[src/rtl/credit_event_driver_if.sv]
// Bundle between upstream event clients and the credit event driver, plus the
// driver's outputs toward the incr/decr counter.
//   master : upstream side; offers return/take events and init requests and
//            observes ready and the counter-facing outputs.
//   slave  : the driver itself.
interface credit_event_driver_if #(
  parameter int unsigned VALUE_W = 4,
  parameter int unsigned STEP_W  = 2,
  parameter int unsigned AMT_W   = 3
);
  logic               ret_valid;
  logic [AMT_W-1:0]   ret_amt;
  logic               ret_ready;
  logic               take_valid;
  logic [AMT_W-1:0]   take_amt;
  logic               take_ready;
  logic               init_req;
  logic               init_drain;
  logic [VALUE_W-1:0] init_value;
  logic               incr_valid;
  logic [STEP_W-1:0]  incr;
  logic               decr_valid;
  logic [STEP_W-1:0]  decr;
  logic               reinit;
  logic [VALUE_W-1:0] initial_value;
  logic [VALUE_W-1:0] shadow_value;
  logic               busy;

  modport master (
    output ret_valid, ret_amt, take_valid, take_amt, init_req, init_drain, init_value,
    input  ret_ready, take_ready, incr_valid, incr, decr_valid, decr, reinit,
           initial_value, shadow_value, busy
  );

  modport slave (
    input  ret_valid, ret_amt, take_valid, take_amt, init_req, init_drain, init_value,
    output ret_ready, take_ready, incr_valid, incr, decr_valid, decr, reinit,
           initial_value, shadow_value, busy
  );
endinterface

[src/rtl/credit_event_driver.sv]
// Producer-side driver for the incr/decr up/down counter.
// Buffers variable-size return (add) and take (subtract) events in pending
// accumulators and issues them as per-cycle steps of at most 2^STEP_W-1.
// Sequences counter reinit (immediate or after draining pending) and keeps a
// registered shadow of the counter value.
// Ports:
//   clk, rst_n : clock and asynchronous active-low reset
//   bus        : credit_event_driver_if slave (events in, counter controls out)
module credit_event_driver #(
  parameter int unsigned VALUE_W     = 4,
  parameter int unsigned STEP_W      = 2,
  parameter int unsigned AMT_W       = 3,
  parameter int unsigned PEND_W      = 5,
  parameter int unsigned RESET_VALUE = 0
) (
  input logic                  clk,
  input logic                  rst_n,
  credit_event_driver_if.slave bus
);

  localparam int unsigned PendMax  = (2 ** PEND_W) - 1;
  localparam int unsigned AmtMax   = (2 ** AMT_W) - 1;
  localparam int unsigned StepMax  = (2 ** STEP_W) - 1;
  // Highest occupancy at which a worst-case event still fits without overflow.
  localparam int unsigned AccLimit = PendMax - AmtMax;

  typedef enum logic [1:0] {StRun, StDrain, StInit} state_e;

  state_e             state_q;
  logic [PEND_W-1:0]  pend_inc_q, pend_dec_q;
  logic [PEND_W-1:0]  pend_inc_d, pend_dec_d;
  logic [VALUE_W-1:0] init_val_q;
  logic [VALUE_W-1:0] shadow_q, shadow_d;
  logic [STEP_W-1:0]  step_i, step_d;
  logic               issuing, ret_acc, take_acc, pend_empty_d;

  // Steps depend only on registered state, never on same-cycle inputs.
  always_comb begin
    issuing = (state_q != StInit);
    step_i  = '0;
    step_d  = '0;
    if (issuing) begin
      step_i = (pend_inc_q > PEND_W'(StepMax)) ? STEP_W'(StepMax) : pend_inc_q[STEP_W-1:0];
      step_d = (pend_dec_q > PEND_W'(StepMax)) ? STEP_W'(StepMax) : pend_dec_q[STEP_W-1:0];
    end
  end

  // Ready is forced low while reset is held, since state_q already reads StRun then.
  assign bus.ret_ready  = rst_n && (state_q == StRun) && (pend_inc_q <= PEND_W'(AccLimit));
  assign bus.take_ready = rst_n && (state_q == StRun) && (pend_dec_q <= PEND_W'(AccLimit));

  assign ret_acc  = bus.ret_valid & bus.ret_ready;
  assign take_acc = bus.take_valid & bus.take_ready;

  always_comb begin
    pend_inc_d   = pend_inc_q - PEND_W'(step_i) + (ret_acc ? PEND_W'(bus.ret_amt) : '0);
    pend_dec_d   = pend_dec_q - PEND_W'(step_d) + (take_acc ? PEND_W'(bus.take_amt) : '0);
    pend_empty_d = (pend_inc_d == '0) && (pend_dec_d == '0);
    // Modulo arithmetic: the shadow wraps exactly like the counter.
    shadow_d     = shadow_q + VALUE_W'(step_i) - VALUE_W'(step_d);
  end

  always_ff @(posedge clk or negedge rst_n) begin
    if (!rst_n) begin
      state_q    <= StRun;
      pend_inc_q <= '0;
      pend_dec_q <= '0;
      init_val_q <= VALUE_W'(RESET_VALUE);
      shadow_q   <= VALUE_W'(RESET_VALUE);
    end else begin
      unique case (state_q)
        StRun: begin
          pend_inc_q <= pend_inc_d;
          pend_dec_q <= pend_dec_d;
          shadow_q   <= shadow_d;
          if (bus.init_req) begin
            init_val_q <= bus.init_value;
            // Events accepted this same cycle are part of what gets drained.
            if (!bus.init_drain || pend_empty_d) begin
              state_q <= StInit;
            end else begin
              state_q <= StDrain;
            end
          end
        end
        StDrain: begin
          pend_inc_q <= pend_inc_d;
          pend_dec_q <= pend_dec_d;
          shadow_q   <= shadow_d;
          if (pend_empty_d) begin
            state_q <= StInit;
          end
        end
        StInit: begin
          pend_inc_q <= '0;
          pend_dec_q <= '0;
          shadow_q   <= init_val_q;
          state_q    <= StRun;
        end
        default: state_q <= StRun;
      endcase
    end
  end

  assign bus.incr_valid    = (step_i != '0);
  assign bus.incr          = step_i;
  assign bus.decr_valid    = (step_d != '0);
  assign bus.decr          = step_d;
  assign bus.reinit        = (state_q == StInit);
  assign bus.initial_value = init_val_q;
  assign bus.shadow_value  = shadow_q;
  assign bus.busy          = (state_q != StRun);

endmodule
[src/flat_wrapper.sv]
// flat-port wrapper written by rule: the top's interface ports become plain ports
module credit_event_driver_flat 
#(
  parameter int unsigned VALUE_W     = 4,
  parameter int unsigned STEP_W      = 2,
  parameter int unsigned AMT_W       = 3,
  parameter int unsigned PEND_W      = 5,
  parameter int unsigned RESET_VALUE = 0
)
  (clk, rst_n, bus_ret_valid, bus_ret_amt, bus_take_valid, bus_take_amt, bus_init_req, bus_init_drain, bus_init_value, bus_ret_ready, bus_take_ready, bus_incr_valid, bus_incr, bus_decr_valid, bus_decr, bus_reinit, bus_initial_value, bus_shadow_value, bus_busy);
  credit_event_driver_if #(.VALUE_W(VALUE_W), .STEP_W(STEP_W), .AMT_W(AMT_W)) bus_i ();
  input logic clk;
  input logic rst_n;
  input wire logic [$bits(bus_i.ret_valid)-1:0] bus_ret_valid;
  input wire logic [$bits(bus_i.ret_amt)-1:0] bus_ret_amt;
  input wire logic [$bits(bus_i.take_valid)-1:0] bus_take_valid;
  input wire logic [$bits(bus_i.take_amt)-1:0] bus_take_amt;
  input wire logic [$bits(bus_i.init_req)-1:0] bus_init_req;
  input wire logic [$bits(bus_i.init_drain)-1:0] bus_init_drain;
  input wire logic [$bits(bus_i.init_value)-1:0] bus_init_value;
  output wire logic [$bits(bus_i.ret_ready)-1:0] bus_ret_ready;
  output wire logic [$bits(bus_i.take_ready)-1:0] bus_take_ready;
  output wire logic [$bits(bus_i.incr_valid)-1:0] bus_incr_valid;
  output wire logic [$bits(bus_i.incr)-1:0] bus_incr;
  output wire logic [$bits(bus_i.decr_valid)-1:0] bus_decr_valid;
  output wire logic [$bits(bus_i.decr)-1:0] bus_decr;
  output wire logic [$bits(bus_i.reinit)-1:0] bus_reinit;
  output wire logic [$bits(bus_i.initial_value)-1:0] bus_initial_value;
  output wire logic [$bits(bus_i.shadow_value)-1:0] bus_shadow_value;
  output wire logic [$bits(bus_i.busy)-1:0] bus_busy;
  assign bus_i.ret_valid = bus_ret_valid;
  assign bus_i.ret_amt = bus_ret_amt;
  assign bus_i.take_valid = bus_take_valid;
  assign bus_i.take_amt = bus_take_amt;
  assign bus_i.init_req = bus_init_req;
  assign bus_i.init_drain = bus_init_drain;
  assign bus_i.init_value = bus_init_value;
  assign bus_ret_ready = bus_i.ret_ready;
  assign bus_take_ready = bus_i.take_ready;
  assign bus_incr_valid = bus_i.incr_valid;
  assign bus_incr = bus_i.incr;
  assign bus_decr_valid = bus_i.decr_valid;
  assign bus_decr = bus_i.decr;
  assign bus_reinit = bus_i.reinit;
  assign bus_initial_value = bus_i.initial_value;
  assign bus_shadow_value = bus_i.shadow_value;
  assign bus_busy = bus_i.busy;
  credit_event_driver #(.VALUE_W(VALUE_W), .STEP_W(STEP_W), .AMT_W(AMT_W), .PEND_W(PEND_W), .RESET_VALUE(RESET_VALUE)) u_core (.clk(clk), .rst_n(rst_n), .bus(bus_i));
endmodule
[config.mk]
export PLATFORM = sky130hd
export DESIGN_NAME = credit_event_driver_flat
export DESIGN_NICKNAME = d
export VERILOG_FILES = /design/src/rtl/credit_event_driver_if.sv /design/src/rtl/credit_event_driver.sv /design/src/flat_wrapper.sv
export SDC_FILE = /design/constraint.sdc
export NUM_CORES = 1
export LEC_CHECK = 0
export ABC_AREA = 1
export CAP_MARGIN = 0
export CORE_ASPECT_RATIO = 0.9
export CORE_UTILIZATION = 47
export CTS_CLUSTER_DIAMETER = 60
export DETAILED_ROUTE_END_ITERATION = 12
export PLACE_DENSITY = 0.74
export SLEW_MARGIN = 20
export SYNTH_ARGS = -nofsm -noshare
export SYNTH_HDL_FRONTEND = slang
export SYNTH_SLANG_ARGS = --single-unit
[constraint.sdc]
create_clock -name clk -period 6 [get_ports clk]
set_input_delay 1.2 -clock clk [delete_from_list [all_inputs] [get_ports clk]]
set_output_delay 1.2 -clock clk [all_outputs]
set_load 0.01 [all_outputs]
# Yosys cells after proc, flatten, opt, wreduce, memory -nomap -nowiden
# Cells that the tools add are included.
# totals
word_cells	51
reg_bits	20
out_inout_bits	18
inputBits	16
# classes
muxes	13
bitwise	2
n_addsub	6
n_lt_le_gt_ge	4
n_eq_ne	5
reduce_logical	16
# op_table
operator	n
$pmux 5 s2	2
$mux 2	7
$add 5x5->5	2
$gt 5x2->1 const B	2
$le 5x5->1 const B	2
$logic_not 5->1	2
$sub 5x2->5	2
$pmux 4 s2	1
$reduce_bool 2->1	4
$mux 3	2
$add 4x2->4	1
$logic_and 1x1->1	4
$ne 2x2->1 const B	2
$pmux 2 s2	1
$reduce_and 2->1	2
$sub 4x2->4	1
$and 1x1->1	2
$eq 2x1->1 const B	1
$eq 2x2->1 const B	1
$logic_not 2->1	1
$ne 2x1->1 const B	1
$reduce_or 2->1	1
$logic_not 1->1	1
$logic_or 1x1->1	1

# Depth between registers and ports, before layout
# Gate-level depths: netlist (run 1).
# logic_depth
ltp_word	12
mapped_depth	19
mapped_depth_nobuf	19

# Least setup slack after synthesis (run 1)
# Ideal clock, no wire load.
# synth_path
path_kind	input to register
from	input port rst_n
to	register u_core.state_q[1]
t_required_ps	5927
n_path_buf	0
arrival_ps	3133
path_stages	15
path_slack_ps	2793
setup_time_ps	73
path_cell_list	nand2_1 -> a21oi_2 -> nand2_1 -> nor2_1 -> fa_1 -> inv_1 -> fa_1 -> nand2_1 -> nor2_1 -> nand2_1 -> nor2_1 -> nand2_1 -> nor2_2 -> nand2_1 -> a21oi_2
# synth_via
elab_chain_cells	11
elab_cells_between_ends	18
classes_between	add/sub (2); eq/ne (1); mux (5); bitwise (2); reduce/logical (8)
# synth_rtl
item	line_no	source
from (decl)	flat_wrapper.sv:13	input logic rst_n;
$logic_and 1x1->1 (*) (2 in a row)	credit_event_driver.sv:49	assign bus.ret_ready = rst_n && (state_q == StRun) && (pend_inc_q <= PEND_W'(AccLimit));
net bus_ret_ready	flat_wrapper.sv:21	output wire logic [$bits(bus_i.ret_ready)-1:0] bus_ret_ready;
$and 1x1->1 (*)	credit_event_driver.sv:52	assign ret_acc = bus.ret_valid & bus.ret_ready;
$mux 3 (*)	credit_event_driver.sv:56	pend_inc_d = pend_inc_q - PEND_W'(step_i) + (ret_acc ? PEND_W'(bus.ret_amt) : '0);
$add 5x5->5 (*)	credit_event_driver.sv:56	
$logic_not 5->1 (*)	credit_event_driver.sv:58	pend_empty_d = (pend_inc_d == '0) && (pend_dec_d == '0);
$logic_and 1x1->1 (*)	credit_event_driver.sv:58	
$logic_or 1x1->1	credit_event_driver.sv:79	if (!bus.init_drain || pend_empty_d) begin
$mux 2	credit_event_driver.sv:79	
$mux 2	credit_event_driver.sv:76	if (bus.init_req) begin
$pmux 2 s2	credit_event_driver.sv:71	unique case (state_q)
to (signal assigned)	credit_event_driver.sv:80	state_q <= StInit;
to (signal assigned)	credit_event_driver.sv:82	state_q <= StDrain;
to (signal assigned)	credit_event_driver.sv:91	state_q <= StInit;
to (decl)	credit_event_driver.sv:29	state_e state_q;
# The timed path passes the listed nets; every way through them passes the cells marked *. The select of a mux whose other input is x is not followed.
# A chain may end at the register's enable or synchronous reset.

# Worst setup path after layout (run 1)
# layout_path
from	input port rst_n
to	output port bus_take_ready
# layout_via
elab_chain_cells	2
# layout_rtl
item	line_no	source
$logic_and 1x1->1 (2 in a row)	credit_event_driver.sv:50	assign bus.take_ready = rst_n && (state_q == StRun) && (pend_dec_q <= PEND_W'(AccLimit));
to (decl)	flat_wrapper.sv:22	output wire logic [$bits(bus_i.take_ready)-1:0] bus_take_ready;
# No other way between the ends.

==> results of run 1 <==
## worst max-delay path by stage
stage / from / to / slack (ps)
global route: rst_n / bus_take_ready / 1840
finish: rst_n / bus_take_ready / 1960
CTS: rst_n / bus_take_ready / 1940
detailed placement: rst_n / u_core.state_q[1] / 1920
global placement: rst_n / bus_take_ready / 1950
floorplan: rst_n / u_core.state_q[1] / 2790
## power groups by stage
stage	Clock [mW]	Sequential, mW	Combinational, mW
6_report	0.102	0.280	0.998
5_1_grt	0.110	0.288	1.13
4_1_cts	0.102	0.279	1.01
3_5_place_dp	0	0.282	0.996
3_3_place_gp	0	0.281	0.965
2_1_floorplan	0	0.280	0.707
## cell families (layout without fill, tap and decap cells)
logic type                 after synthesis  count (layout)
xor gates and xnor gates                 3               3
and+or+nand+nor                         85              85
buffers and inverters                   54              90
AOI/OAI and AO/OA                       30              30
DFF                                     20              20
adders and majority gates               26              26
## routing by layer
| metal | GRT usage [%] | vias to the layer above | share of wire (%) |
|---|---|---|---|
| li1 | - | 759 | - |
| met1 | 27.8 | 671 | 47 |
| met2 | 35.9 | 26 | 48 |
| met3 | 3.49 | 4 | 3.3 |
| met4 | 3.81 | 0 | 0.87 |
| met5 | 0 | - | 0 |
## sequential cells by signal (all words and copies together) (netlist names)
| register | flops |
|---|---|
| u_core.bus.shadow_value | 4 |
| u_core.pend_dec_q | 5 |
| u_core.state_q | 2 |
| u_core.bus.initial_value | 4 |
| u_core.pend_inc_q | 5 |
## critical path, stage by stage
cell and delay, ps:
clkdlybuf4s50_1 450, buf_4 270, nand2_1 160, a21oi_2 190, clkdlybuf4s50_1 560
## final cells by class
class                   instances  share of cell area (%)
clock buffers                   4                    2.60
inverters                      52                    9.23
multi-input cells             144                    45.9
flip-flops and latches         20                    23.7
well taps                      44                    2.60
repair buffers                 34                    16.0
## placed cells by master, fill, tap and decap left out
cell,count
xnor2_1,1
or2_1,1
nand3b_1,3
nand2_2,4
nor2_2,2
a21oi_2,3
a22oi_1,1
nand3_1,16
inv_2,5
clkdlybuf4s50_1,33
a21oi_1,6
dfrtp_1,20
xor2_1,2
nor2_1,7
nand2_1,48
o22ai_1,6
clkbuf_8,4
buf_4,1
inv_1,47
fa_1,6
o21ai_1,6
o221ai_1,3
ha_1,20
o21ai_0,3
nor3_1,2
o21ai_2,2
nor2_4,2
## stage by stage
step / power [mW] / util (%) / std cells / instance area [µm²] / setup slack [ps]
finish: 1.38 / 62.2 / 298 / 2120 / 1960
global route: 1.53 / 62.2 / 298 / 2120 / 1840
CTS: 1.39 / 62.2 / 298 / 2120 / 1940
detailed placement: 1.28 / 60.6 / 294 / 2060 / 1920
global placement: 1.25 / 60.6 / 294 / 2060 / 1950
floorplan: 0.987 / - / 218 / 1680 / 2790
==> summary.json, run 1 <==
{
  "status": {
    "outcome": "finished, final reports clean"
  },
  "global_route": {
    "antenna_found_initial": 0,
    "wire_length_of_the_first_global_routing_pass_um": 6000,
    "grt_pass1_vias": 1365,
    "grt_start_max_net_pins": 22,
    "global_routing_usage_summed_across_all_routing_layers_pct": 20.8,
    "overflow": 0
  },
  "sta": {
    "timing.final.crit_period_ps": 4040,
    "worst-slew-pin-transition_ps": 539,
    "maxSlewHeadroom_pct": 64.1,
    "setup-tns-final_ps": 0,
    "final_report_hold_violation_count": 0,
    "holdWs_ps": 517,
    "upper_clock_frequency_limit_mhz": 248,
    "fin_worst_skew_ps": 1.98,
    "unrepaired_setup_endpoints_after_global_routing": "false",
    "setup_violations": 0,
    "slew_viol_final": 0,
    "finalCritPeriodShare_pct": 67.3
  },
  "floorplanning": {
    "placement_rows": 20,
    "core_area_um2": 3400,
    "die_y_um": 58.7,
    "initial_core_util_pct": 49.3,
    "ios": 34,
    "floorplan.die_area_um2": 3810,
    "dieWidth_um": 65.0
  },
  "power": {
    "ir_worst_vdd_mv": 0.294,
    "total_switching_power_mw": 0.662,
    "p_seq_share_pct": 20.3,
    "share_clk_of_total_power_pct": 7.4,
    "switching_share_pct": 48.0,
    "leakagePower_nw": 1.08,
    "power_density_nw_per_um2": 652,
    "internal_power_mw": 0.719,
    "power_frac_comb_pct": 72.3
  },
  "critical_path": {
    "critPathMaxFanout": 21,
    "worstRegToRegCells": 18,
    "worstReg2RegStart": "u_core.state_q[1]",
    "cp.required_ps": 4800,
    "cp-start-kind": "input pin",
    "arrival_ps": 2840,
    "register_to_register_setup_slack_ps": 2790,
    "start_to_end_type_of_the_worst_setup_path": "input pin to output port",
    "end_kind": "output port",
    "worstReg2RegEnd": "u_core.state_q[1]"
  },
  "min_path": {
    "holdCritStartpoint": "u_core.bus.initial_value[2]",
    "min_to": "u_core.bus.initial_value[2]",
    "hold_class": "register to register",
    "holdPathStages": 2
  },
  "cells_and_area": {
    "ff_latch_area_um2": 500,
    "nNetsFinal": 297,
    "final_layout_size_suffix_gt1_share_pct": 9.06,
    "multiInputGateArea_um2": 972,
    "area.growth.synth_to_final_pct": 26.1,
    "antenna_cells_inserted": 0,
    "fillerInstances": 327
  },
  "logic_synthesis": {
    "synth_fp_nets": 260,
    "synth_top_family_by_area": "simple AND/OR/NAND/NOR gates",
    "synth.top_cells.by_count": "48 x nand2_1, 47 x inv_1, 20 x dfrtp_1, 20 x ha_1, 16 x nand3_1",
    "synth_largest_type_area_fraction_pct": 29.8,
    "ys.flop_type": "dfrtp_1",
    "synth_warnings": 0,
    "mux_cell_area_share_after_synthesis_pct": 0,
    "synth_area_per_cell_um2": 7.70,
    "post_synth_edffs": 0,
    "synth-seq-area-share_pct": 29.8,
    "synthXorXnorAreaFrac_pct": 1.57,
    "synthAdderAreaFrac_pct": 22.1,
    "post-synth-top-area-cell": "dfrtp_1",
    "asyncSetResetFlopFracSynth_pct": 100,
    "synth.cell_area_um2": 1680,
    "synth_most_common_cell": "nand2_1",
    "count_of_mapped_cells_out_of_synthesis": 218,
    "yosysUniqueCellTypes": 25,
    "compound_gate_fraction_of_synth_area_pct": 11.3,
    "area_fraction_in_and_or_nand_and_nor_cells_after_synthesis_pct": 23.0,
    "synthTopCellsByArea": "dfrtp_1 30%, ha_1 15%, nand2_1 11%",
    "synth.ff_latch_count": 20
  },
  "place": {
    "globalplace.congestion": 0.801,
    "portBuffers": 33,
    "place.detailed.hpwl_um": 2920
  },
  "cts": {
    "clk_latency_ps": 260,
    "cts_tree": "done",
    "postCtsSetupBuffers": 0,
    "numClockSinks": 20,
    "cts_hold_buf": 0,
    "cts_made_buffers": 3,
    "cts-root-buf": "clkbuf_8",
    "cts.path.max_buffers": 2,
    "path_clk_slew_ps": 70,
    "cts_resized": 0,
    "clock_tree.htree_level_count": 1
  },
  "detailed_routing": {
    "route.vias.total": 1460,
    "avgViaCountPerCell": 4.90,
    "post-route-drc-count": 0,
    "wl_um": 3560,
    "antenna_left": 0,
    "dr.first_iter.drc_count": 51,
    "routedWlPerCell_um": 12.0,
    "drtPass1Iterations": 4
  },
  "flow_run": {
    "max_capacitance_violation_total": 0
  }
}
(Power assumes the default switching activity.)
==> run 2, diff against run 1 <==
==> constraint.sdc (replaced) <==
create_clock -name clk -period 4 [get_ports clk]
set_input_delay 0.8 -clock clk [delete_from_list [all_inputs] [get_ports clk]]
set_output_delay 0.8 -clock clk [all_outputs]
set_load 0.01 [all_outputs]
==> summary.json, run 2 (same netlist as run 1, synthesis figures left out) <==
{
  "sta": {
    "fin_worst_skew_ps": 10.6,
    "timing.final.crit_period_ps": 3160,
    "finalCritPeriodShare_pct": 79.1,
    "slew_viol_final": 0,
    "final_report_hold_violation_count": 0,
    "upper_clock_frequency_limit_mhz": 316,
    "setup_violations": 0,
    "worst-slew-pin-transition_ps": 350,
    "unrepaired_setup_endpoints_after_global_routing": "false",
    "maxSlewHeadroom_pct": 76.4,
    "setup-tns-final_ps": 0
  },
  "cells_and_area": {
    "area.growth.synth_to_final_pct": 27.5,
    "reg_top3": "u_core.pend_dec_q x5, u_core.pend_inc_q x5",
    "nNetsFinal": 298,
    "final_layout_size_suffix_gt1_share_pct": 9.41,
    "finalNonFillerCells": 299,
    "fillerInstances": 316,
    "fin_util_pct": 62.9,
    "most-common-layout-cells": "48 x nand2_1, 47 x inv_1, 33 x clkdlybuf4s50_1, 20 x ha_1, 20 x dfrtp_1",
    "leading_cell_type_in_the_layout_fill_and_taps_excluded": "nand2_1",
    "antenna_cells_inserted": 0,
    "layout.cell_area.non_filler_um2": 2140
  },
  "detailed_routing": {
    "drtPass1Iterations": 4,
    "post-route-drc-count": 0,
    "wl_um": 3590,
    "avgViaCountPerCell": 5.00,
    "antenna_left": 0,
    "dr.first_iter.drc_count": 52,
    "routedWlPerCell_um": 12.0,
    "route.vias.total": 1496
  },
  "critical_path": {
    "cp.required_ps": 4200,
    "register_to_register_setup_slack_ps": 970,
    "end_kind": "register",
    "start_to_end_type_of_the_worst_setup_path": "input pin to register",
    "arrival_ps": 3370,
    "timing.critical_path.from": "rst_n",
    "cp-start-kind": "input pin",
    "critPathMaxFanout": 3,
    "critPathCapture": "u_core.state_q[1]",
    "worstReg2RegStart": "u_core.pend_inc_q[3]",
    "worstReg2RegEnd": "u_core.state_q[1]",
    "worstRegToRegCells": 15
  },
  "min_path": {
    "holdCritStartpoint": "u_core.bus.initial_value[2]",
    "hold_class": "register to register"
  },
  "flow_run": {
    "max_capacitance_violation_total": 0
  },
  "status": {
    "outcome": "finished, final reports clean"
  },
  "place": {
    "globalplace.congestion": 0.822,
    "place.detailed.hpwl_um": 2960,
    "placed_area_um2": 2070,
    "portBuffers": 33,
    "placed_cells_incl_taps": 295
  },
  "cts": {
    "numClockSinks": 20,
    "clk_latency_ps": 270,
    "cts_made_buffers": 3,
    "cts_tree": "done",
    "clock_tree.htree_level_count": 1,
    "cts-root-buf": "clkbuf_8",
    "cts_resized": 0,
    "postCtsSetupBuffers": 0,
    "cts.path.max_buffers": 2,
    "cts_hold_buf": 0,
    "path_clk_slew_ps": 80
  },
  "global_route": {
    "wire_length_of_the_first_global_routing_pass_um": 6290,
    "antenna_found_initial": 0,
    "grt_pass1_vias": 1378,
    "overflow": 0,
    "grt_start_max_net_pins": 21,
    "global_routing_usage_summed_across_all_routing_layers_pct": 21.9
  },
  "floorplanning": {
    "initial_core_util_pct": 49.3,
    "die_y_um": 58.7,
    "placement_rows": 20,
    "ios": 34,
    "core_area_um2": 3400,
    "floorplan.die_area_um2": 3810,
    "dieWidth_um": 65.0
  },
  "power": {
    "leakagePower_nw": 1.09,
    "total_power_mw": 2.11,
    "ir_worst_vdd_mv": 0.460,
    "power_density_nw_per_um2": 988
  }
}
run 2: routing by layer:
metal	track usage (%)	vias to the layer above	part of all wire (%)
li1	-	770	-
met1	31.2	694	51
met2	34.7	28	46
met3	3.49	4	2.3
met4	5.40	0	1.1
met5	0	-	0
run 2: final cells by class:
cell class,instances,area (µm²),share of cell area (%)
timing repair buffer,35,345,16.1
sequential,20,500,23.4
tap,44,55.1,2.57
multi-input combinational,144,972,45.4
inverter,52,195,9.12
clock buffer,3,41.3,1.93
clock inverter,1,30.0,1.40
run 2: critical path: stages:
cell,delay (ps)
clkdlybuf4s50_1,420
nand2_1,160
a21oi_2,80
nand2_1,80
nor2_1,50
fa_1,500
inv_1,70
fa_1,570
nand2_1,60
nor2_1,100
nand2_1,60
nor2_1,80
nand2_1,70
nor2_2,100
nand2_1,70
a21oi_2,110
run 2: where the power goes:
part / total, mW / internal, mW / switching (mW) / leakage, nW
registers: 0.414 / 0.320 / 0.0944 / 0.239
logic: 1.50 / 0.667 / 0.829 / 0.817
clock network: 0.204 / 0.134 / 0.0707 / 0.0357
total: 2.11 / 1.12 / 0.994 / 1.09
run 2: how the worst min path moves through the flow:
| stage | end | slack (ps) | cells after the start |
|---|---|---|---|
| after floorplan | u_core.bus.initial_value[0] | 500 | 0 |
| after global placement | u_core.bus.initial_value[2] | 500 | 2 |
| after detailed placement | u_core.bus.initial_value[2] | 490 | 2 |
| after CTS | u_core.bus.initial_value[2] | 510 | 2 |
| after global routing | u_core.bus.initial_value[0] | 560 | 2 |
| final | u_core.bus.initial_value[2] | 510 | 2 |
run 2: through the flow:
step                hold slack [ps]  worst slack, ps
finish                          514              837
global route                    563              638
CTS                             515              845
detailed placement              494              560
global placement                500              612
floorplan                       504             1190
==> run 3, diff against run 2 <==
--- a/config.mk
+++ b/config.mk
@@ -11,7 +11,7 @@
 export CORE_UTILIZATION = 47
 export CTS_CLUSTER_DIAMETER = 60
 export DETAILED_ROUTE_END_ITERATION = 12
-export PLACE_DENSITY = 0.74
+export PLACE_DENSITY = 0.77
 export SLEW_MARGIN = 20
 export SYNTH_ARGS = -nofsm -noshare
 export SYNTH_HDL_FRONTEND = slang
==> constraint.sdc (replaced) <==
create_clock -name clk -period 2.9 [get_ports clk]
set_input_delay 0.58 -clock clk [delete_from_list [all_inputs] [get_ports clk]]
set_output_delay 0.58 -clock clk [all_outputs]
set_load 0.01 [all_outputs]
==> summary.json, run 3 (same netlist as run 1, synthesis figures left out) <==
{
  "sta": {
    "slew_viol_final": 0,
    "unrepaired_setup_endpoints_after_global_routing": "true",
    "upper_clock_frequency_limit_mhz": 349,
    "setup_violations": 0,
    "fin_worst_skew_ps": 6.30,
    "timing.final.ws_setup_ps": 37.9,
    "holdWs_ps": 336,
    "worst-slew-pin-transition_ps": 296,
    "timing.final.crit_period_ps": 2860,
    "maxSlewHeadroom_pct": 80.2,
    "final_report_hold_violation_count": 0,
    "setup-tns-final_ps": 0,
    "finalCritPeriodShare_pct": 98.7
  },
  "cts": {
    "path_clk_slew_ps": 80,
    "cts_hold_buf": 0,
    "numClockSinks": 20,
    "clock_tree.htree_level_count": 1,
    "clk_latency_ps": 260,
    "cts_made_buffers": 3,
    "cts.path.max_buffers": 2,
    "cts-root-buf": "clkbuf_8",
    "cts_tree": "done"
  },
  "cells_and_area": {
    "fillerInstances": 288,
    "reg_top3": "u_core.pend_dec_q x5, u_core.pend_inc_q x5",
    "area.growth.synth_to_final_pct": 44.7,
    "nNetsFinal": 326,
    "most-common-layout-cells": "46 x nand2_1, 42 x inv_1, 32 x clkdlybuf4s50_1, 28 x buf_4, 20 x dfrtp_1",
    "leading_cell_type_in_the_layout_fill_and_taps_excluded": "nand2_1",
    "antenna_cells_inserted": 0,
    "final_layout_size_suffix_gt1_share_pct": 24.0,
    "fin_util_pct": 71.3
  },
  "power": {
    "power_frac_comb_pct": 76.5,
    "leakagePower_nw": 1.23,
    "power_density_nw_per_um2": 1360,
    "ir_worst_vdd_mv": 0.781,
    "share_clk_of_total_power_pct": 6.6,
    "total_switching_power_mw": 1.52,
    "internal_power_mw": 1.78,
    "p_seq_share_pct": 16.9,
    "switching_share_pct": 46.0
  },
  "critical_path": {
    "end_kind": "register",
    "start_to_end_type_of_the_worst_setup_path": "register to register",
    "crit_chain": "inv_2 > ha_4 > o21ai_1 > o21ai_1 > inv_1 > ha_1 > inv_1 > ha_2 > inv_1 > fa_1 > nand2_1 > nor2_1 > nand2_1 > nor2_1 > nand2_1 > nor2_2 > nand2_2 > a21oi_2",
    "critical-path-slowest-cell": "fa_1",
    "critPathMaxFanout": 3,
    "timing.critical_path.from": "u_core.pend_dec_q[3]",
    "worstReg2RegStart": "u_core.pend_dec_q[3]",
    "critPathMaxStageDelay_ps": 570,
    "arrival_ps": 3060,
    "cp.required_ps": 3090,
    "cp-start-kind": "register"
  },
  "status": {
    "outcome": "finished, final reports clean"
  },
  "global_route": {
    "grt_pass1_vias": 1500,
    "grt_start_max_net_pins": 21,
    "overflow": 0,
    "wire_length_of_the_first_global_routing_pass_um": 6600,
    "global_routing_usage_summed_across_all_routing_layers_pct": 22.9,
    "antenna_found_initial": 0
  },
  "detailed_routing": {
    "routedWlPerCell_um": 12.9,
    "drtPass1Iterations": 4,
    "avgViaCountPerCell": 5.01,
    "wl_um": 4210,
    "antenna_left": 0,
    "route.vias.total": 1639,
    "dr.first_iter.drc_count": 90,
    "post-route-drc-count": 0
  },
  "floorplanning": {
    "placement_rows": 20,
    "core_area_um2": 3400,
    "die_y_um": 58.7,
    "floorplan.die_area_um2": 3810,
    "ios": 34,
    "initial_core_util_pct": 49.3,
    "dieWidth_um": 65.0
  },
  "flow_run": {
    "max_capacitance_violation_total": 0
  },
  "place": {
    "place.detailed.hpwl_um": 3200,
    "pre_cts_slack_ps": -302,
    "globalplace.congestion": 0.836,
    "portBuffers": 33
  },
  "min_path": {
    "hold_class": "input pin to asynchronous set/reset pin"
  }
}
run 3: layer usage:
layer  GRT usage (%)  vias up  wire length [µm]
met3            2.91        4               144
met4            5.71        0                33
li1                -      818                 -
met2            40.5       33              2170
met1            29.7      784              1860
met5               0        -                 0
run 3: per-stage QoR:
step | cell area (µm²) | std cells | power, mW
final | 2430 | 327 | 3.30
after global placement | 2200 | 312 | 2.74
after detailed placement | 2200 | 312 | 2.81
after global routing | 2430 | 327 | 3.64
after floorplan | 1680 | 218 | 2.04
after CTS | 2250 | 316 | 3.04
run 3: power groups by stage:
stage               Combinational [mW]  Clock [mW]  Sequential [mW]
floorplan                         1.46           0            0.580
global placement                  2.19           0            0.554
detailed placement                2.25           0            0.559
CTS                               2.27       0.224            0.553
global route                      2.84       0.236            0.572
finish                            2.52       0.219            0.556
run 3: path summary, 6_finish.rpt:
| path | to | slack [ps] | depth (start not counted) |
|---|---|---|---|
| min in group clk | u_core.bus.initial_value[2] | 530 | 2 |
| worst min-delay path | u_core.bus.initial_value[2] | 340 | 2 |
| max in group asynchronous | u_core.pend_inc_q[4] | 2340 | 2 |
| worst max register to register | u_core.state_q[1] | 40 | 18 |
| worst max-delay path | u_core.state_q[1] | 40 | 18 |
| worst min register to register | u_core.bus.initial_value[2] | 530 | 2 |
run 3: final cells by class:
class                      count  area (µm²)  share of cell area [%]
clock buffer                   4        55.1                    2.27
inverter                      52         195                    8.04
multi-input combinational    144        1060                    43.5
sequential                    20         500                    20.6
tap                           44        55.1                    2.27
timing repair buffer          63         566                    23.3
run 3: worst max-delay path: cells and delay by family (launching register included):
kind            cells  cell delay [ps]
fa+ha+maj           4             1160
buf+inv             4              310
simple gates        7              570
flops               1              390
compound gates      3              370
run 3: repair_timing:
| item | 4_1_cts | 5_1_grt |
|---|---|---|
| endpoints found under the setup margin | 1 | 3 |
| buffers inserted | 0 | 11 |
| resized for setup | 1 | 25 |
| pin swaps | 1 | 20 |
| gates cloned | 0 | 0 |
